**src/rtl/countdown_pkg.sv**
```systemverilog
// Shared types and constants for the mm:ss countdown timer.
package countdown_pkg;

   localparam int unsigned DIGIT_W = 4;

   typedef enum logic [1:0] {
      IDLE,
      RUN,
      PAUSE,
      DONE
   } state_t;

   typedef logic [DIGIT_W-1:0] bcd_t;

   localparam bcd_t BCD_MAX      = 4'd9;
   localparam bcd_t SEC_TENS_MAX = 4'd5;

   // Clamp a digit that the upstream adder may leave above 9.
   function automatic bcd_t sat_digit(input bcd_t d);
      return (d > BCD_MAX) ? BCD_MAX : d;
   endfunction

   function automatic logic [7:0] sanitize(input logic [7:0] b);
      return {sat_digit(b[7:4]), sat_digit(b[3:0])};
   endfunction

endpackage

```
**src/rtl/countdown_timer_tick_gen.sv**
```systemverilog
// Prescaler: counts enabled cycles and flags the last one of each TICK_DIV period.
module tick_gen #(
   parameter int unsigned TICK_DIV = 50_000_000
) (
   input  logic clk,
   input  logic rst_n,
   input  logic enable,
   input  logic clear,
   output logic tick
);

   localparam int unsigned CNT_W = (TICK_DIV > 2) ? $clog2(TICK_DIV) : 1;

   logic [CNT_W-1:0] count;

   // Combinational so the decrement lands on the same edge the count wraps.
   assign tick = enable && (count == CNT_W'(TICK_DIV - 1));

   always_ff @(posedge clk or negedge rst_n) begin
      if (!rst_n) begin
         count <= '0;
      end else if (clear) begin
         count <= '0;
      end else if (enable) begin
         count <= tick ? '0 : count + CNT_W'(1);
      end
   end

endmodule

```
**src/rtl/countdown_timer.sv**
```systemverilog
// mm:ss countdown stage: loads BCD minutes from the adder and counts down to 00:00.
module countdown_timer
   import countdown_pkg::*;
#(
   parameter int unsigned TICK_DIV = 50_000_000
) (
   input  logic       clk,
   input  logic       rst_n,
   input  logic [7:0] preset,
   input  logic       start,
   input  logic       clear,
   output logic [7:0] min_bcd,
   output logic [7:0] sec_bcd,
   output logic       running,
   output logic       done,
   output logic       alarm
);

   state_t     state;
   logic       tick;
   logic       pre_clr;
   logic [7:0] san_preset;
   bcd_t       n_s1, n_s10, n_m1, n_m10;
   logic       dec_zero;

   assign san_preset = sanitize(preset);
   assign pre_clr    = clear || (state == IDLE) || (state == DONE);

   tick_gen #(.TICK_DIV(TICK_DIV)) u_tick_gen (
      .clk    (clk),
      .rst_n  (rst_n),
      .enable (state == RUN),
      .clear  (pre_clr),
      .tick   (tick)
   );

   // One-second BCD borrow chain; never evaluated at 00:00 while running.
   always_comb begin
      n_s1  = sec_bcd[3:0];
      n_s10 = sec_bcd[7:4];
      n_m1  = min_bcd[3:0];
      n_m10 = min_bcd[7:4];
      if (sec_bcd[3:0] != 4'd0) begin
         n_s1 = sec_bcd[3:0] - 4'd1;
      end else begin
         n_s1 = BCD_MAX;
         if (sec_bcd[7:4] != 4'd0) begin
            n_s10 = sec_bcd[7:4] - 4'd1;
         end else begin
            n_s10 = SEC_TENS_MAX;
            if (min_bcd[3:0] != 4'd0) begin
               n_m1 = min_bcd[3:0] - 4'd1;
            end else begin
               n_m1 = BCD_MAX;
               if (min_bcd[7:4] != 4'd0) n_m10 = min_bcd[7:4] - 4'd1;
            end
         end
      end
   end

   assign dec_zero = ({n_m10, n_m1, n_s10, n_s1} == 16'h0000);

   always_ff @(posedge clk or negedge rst_n) begin
      if (!rst_n) begin
         state   <= IDLE;
         min_bcd <= 8'h00;
         sec_bcd <= 8'h00;
         running <= 1'b0;
         done    <= 1'b0;
         alarm   <= 1'b0;
      end else begin
         done <= 1'b0;
         unique case (state)
            IDLE: begin
               min_bcd <= san_preset;
               sec_bcd <= 8'h00;
               if (!clear && start && (san_preset != 8'h00)) begin
                  state   <= RUN;
                  running <= 1'b1;
               end
            end
            RUN: begin
               if (clear) begin
                  state   <= IDLE;
                  running <= 1'b0;
                  min_bcd <= san_preset;
                  sec_bcd <= 8'h00;
               end else if (tick && dec_zero) begin
                  state   <= DONE;
                  running <= 1'b0;
                  done    <= 1'b1;
                  alarm   <= 1'b1;
                  min_bcd <= 8'h00;
                  sec_bcd <= 8'h00;
               end else begin
                  if (tick) begin
                     min_bcd <= {n_m10, n_m1};
                     sec_bcd <= {n_s10, n_s1};
                  end
                  if (start) begin
                     state   <= PAUSE;
                     running <= 1'b0;
                  end
               end
            end
            PAUSE: begin
               if (clear) begin
                  state   <= IDLE;
                  min_bcd <= san_preset;
                  sec_bcd <= 8'h00;
               end else if (start) begin
                  state   <= RUN;
                  running <= 1'b1;
               end
            end
            DONE: begin
               if (clear || start) begin
                  state   <= IDLE;
                  alarm   <= 1'b0;
                  min_bcd <= san_preset;
                  sec_bcd <= 8'h00;
               end
            end
         endcase
      end
   end

endmodule

```
**config.mk**
```make
export PLATFORM = sky130hd
export DESIGN_NAME = countdown_timer
export DESIGN_NICKNAME = d
export VERILOG_FILES = /design/src/rtl/countdown_pkg.sv /design/src/rtl/countdown_timer_tick_gen.sv /design/src/rtl/countdown_timer.sv
export SDC_FILE = /design/constraint.sdc
export NUM_CORES = 1
export LEC_CHECK = 0
export BUFFER_PORTS_ARGS = -buffer_cell sky130_fd_sc_hd__clkbuf_2
export CORE_ASPECT_RATIO = 0.8
export CORE_UTILIZATION = 45
export CTS_CLUSTER_SIZE = 24
export DETAILED_ROUTE_END_ITERATION = 7
export GPL_TIMING_DRIVEN = 0
export PLACE_DENSITY = 0.71
export SLEW_MARGIN = 15
export SYNTH_ARGS = -nofsm -noshare
export SYNTH_HDL_FRONTEND = slang
export SYNTH_SLANG_ARGS = --single-unit
```
**constraint.sdc**
```tcl
create_clock -name clk -period 4.28 [get_ports clk]
set_clock_uncertainty 0.2 [all_clocks]
set_input_delay 0.856 -clock clk [delete_from_list [all_inputs] [get_ports clk]]
set_output_delay 0.856 -clock clk [all_outputs]
set_load 0.02 [all_outputs]
```
==> summary.md <==
| Metric | Value |
|---|---|
| Status | `finished clean` |
| First-pass DRT Iterations | `5` |
| Final setup viols | `0` |
| Largest family of logic cells by synthesized area | `simple AND/OR/NAND/NOR gates` |
| Synth warn | `0` |
| CTS Buffer Depth | `2` |
| Cell Area, Synth | `3050 um^2` |
| Number of synthesized flops with an enable pin | `0` |
| Area grow syn2layout | `12.8%` |
| Vias | `3040` |
| Synth cell types | `60` |
| Diode count | `0` |
| CTS H-Tree Depth | `2` |
| Nets | `411` |
| Most frequent cells after synthesis | `dfrtp_1 (47), o21ai_1 (32), nand2_1 (30), nor2_1 (30), o21ai_0 (20)` |
| CP Capture Type | `flip-flop` |
| Rows | `26` |
| Overflow after GRT | `0` |
| Via-to-Cell Ratio | `6.35` |
| Worst-path clk slew | `100 ps` |
| Die height | `75.6 um` |
| Top cell type's share of synthesized area | `0.386` |
| PD cells | `329 nW/um^2` |
| Synth Area in Adders | `0.0205` |
| Post-Route Setup TNS | `0 ps` |
| Cts bufs inserted | `5` |
| Setup repair bufs after CTS | `0` |
| Initial Util | `0.471` |
| Syn Area/Cell | `8.53 um^2` |
| Die Width | `94.0 um` |
| First-pass GRT wire length | `12800 um` |
| Residual DRC | `0` |
| Final Core Density | `0.531` |
| Post-Synth Simple-Gate Area | `0.280` |
| Fin area | `3440 um^2` |
| RSZ-0062 raised after global routing | `false` |
| PostCTS Resize Cnt | `0` |
| NetSw | `0.350 mW` |
| Antenna violations before repair | `0` |
| I/O pin count | `31` |
| Worst Path Max Fanout | `6` |
| Max-Cap Viols | `0` |
| Clock share of power | `0.349` |
| DR iter-0 viols | `277` |
| Gate power share | `0.216` |
| Final WL | `8160 um` |
| Crit path kind | `reg -> reg` |
| Synth Area in XOR/XNOR | `0.00862` |
| Sequential share of the synthesized area | `0.386` |
| HP Class | `reg -> reg` |
| Placed cell area | `3300 um^2` |
| Final Cycle Share | `0.719` |
| CTS hold repair buffers | `0` |
| Number of fill cells in the layout | `616` |
| TritonCTS clock tree | `yes` |
| Compound-cell area share of the yosys netlist | `0.253` |
| Top-count cell post-synth | `dfrtp_1` |
| Async S/R FF share, synth | `1.00` |
| Routing usage on met1 | `0.368` |
| Core area | `6470 um^2` |
| Flop pwr share | `0.435` |
| Total power | `1.13 mW` |
| GRT Total Usage | `0.232` |
| CTS Sinks | `47` |
| Worst-skew pair later-pin latency | `310 ps` |
| Peak Freq | `325 MHz` |
| Gate Count Post-Synth | `357` |
| Post-synth top flop | `dfrtp_1` |
| Busiest grt layer | `met1` |
| Full die area | `7110 um^2` |
| Fin. max-slew vios | `0` |
| I/O Buffers | `30` |
| Antenna viol nets, final | `0` |
| Vias in the first global route | `2485` |
| #FFs+latches synth | `47` |
| Tightest Pin Transition | `1010 ps` |
| Syn_nets | `374` |
| WL/cell | `17.0 um` |
| Final min period | `3080 ps` |
| Critical Path AT | `3090 ps` |
| Final GP Congestion | `0.913` |
| Root Buffer | `clkbuf_8` |
| Leakage | `1.43 nW` |
| Biggest area consumer among synthesized cells | `dfrtp_1` |
| Sw frac | `0.309` |
| Layout cells sized above 1 | `0.165` |
| Pin count of the biggest net entering global routing | `48` |
| Crit path required time | `4290 ps` |
| Detail Placement HPWL | `5870 um` |
| Worst setup SP type | `flip-flop` |
| Routing usage on met2 | `0.321` |
| Maximum vdd drop | `0.194 mV` |
| Slew margin rel. | `0.323` |
| Mux contribution to synthesized area | `0.0103` |
| Int Pwr | `0.782 mW` |
| Met3 Track Usage GR | `0.0469` |
| Final Hold Vio Count | `0` |
| Top post-synthesis cells by area | `dfrtp_1 (39%), o21ai_1 (5.3%), nand2_1 (3.7%)` |
## worst max-delay path, stage by stage (launching register included)
cell	delay, ps
dfrtp_1	460
inv_1	110
ha_1	220
nor4b_2	560
nand4_1	240
mux2i_1	370
nand4_1	150
or3_4	440
a31o_1	220
## layer usage
metal,routed length (um),vias up,part of all wire
met1,3960,1480,0.49
met3,683,9,0.084
li1,-,1416,-
met2,3430,135,0.42
met5,0,-,0
met4,82,0,0.010
## area by class of cell
cell class | count | area (um^2) | share of cell area
Multi-Input combinational cell | 284 | 1740 | 0.507
Sequential cell | 47 | 1180 | 0.342
Timing Repair Buffer | 30 | 153 | 0.0444
Tap cell | 84 | 105 | 0.0306
Buffer | 16 | 90.1 | 0.0262
Clock buffer | 6 | 72.6 | 0.0211
Clock inverter | 2 | 60.1 | 0.0175
Inverter | 10 | 37.5 | 0.0109
## registers in the layout, indices dropped and copies added, names as in the netlist
register and count:
alarm 1, done 1, min_bcd 8, running 1, sec_bcd 8, state 2
u_tick_gen.count 26
## power by group through the flow
stage	combinational, mW	sequential (mW)	clock (mW)
finish	0.245	0.493	0.395
floorplan	0.148	0.514	0
detailed placement	0.240	0.500	0
CTS	0.241	0.491	0.396
global route	0.269	0.495	0.413
global placement	0.237	0.499	0
## placed cells by master (no fill, tap or decap), types with 4 or more instances in the layout
cell      Yosys  layout
clkbuf_1      9      10
o21ai_0      20      20
nor4_1        4       4
nor2_1       30      30
a31oi_1       8       8
nor3_1       14      14
inv_1        10      10
o31ai_1      12      12
nand2_1      30      30
nor2b_1       7       7
nand4_1      11      11
nand3_1      18      18
o21ai_1      32      32
nand3b_1      4       4
a21oi_1      17      17
clkbuf_2      0      29
and3_1        5       5
ha_1          5       5
clkbuf_8      0       5
a21o_1        4       4
dfrtp_1      47      47
or4_1         4       4
## cell families (layout without fill, tap and decap cells)
family | count (synthesis) | in the layout
adder cells (fa/ha/maj) | 5 | 5
buffers and inverters | 26 | 64
XOR/XNOR | 3 | 3
flip-flops | 47 | 47
AND/OR/NAND/NOR | 154 | 154
AO/OA/AOI/OAI | 119 | 119
multiplexers | 3 | 3
## metrics by stage
step / worst slack (ps) / std cells / hold WS, ps
after global placement: 1320 / 471 / 288
after floorplan: 1530 / 357 / 264
final: 1200 / 479 / 304
after CTS: 1260 / 479 / 307
after detailed placement: 1290 / 471 / 288
after global routing: 1030 / 479 / 336
## final timing paths
| path | depth (start not counted) | slack [ps] | end | from |
|---|---|---|---|---|
| setup reg to reg | 8 | 1200 | running$_DFFE_PN0P_ | sec_bcd[0]$_DFFE_PN0P_ |
| hold / removal | 1 | 300 | u_tick_gen.count[15]$_DFFE_PN0P_ | u_tick_gen.count[15]$_DFFE_PN0P_ |
| hold reg to reg | 1 | 300 | u_tick_gen.count[15]$_DFFE_PN0P_ | u_tick_gen.count[15]$_DFFE_PN0P_ |
| setup / recovery | 8 | 1200 | running$_DFFE_PN0P_ | sec_bcd[0]$_DFFE_PN0P_ |
| min in group asynchronous | 1 | 390 | u_tick_gen.count[13]$_DFFE_PN0P_ | rst_n |
| max in group asynchronous | 1 | 3040 | min_bcd[5]$_DFFE_PN0P_ | rst_n |
Note: power is estimated with default switching activity, not from simulation.
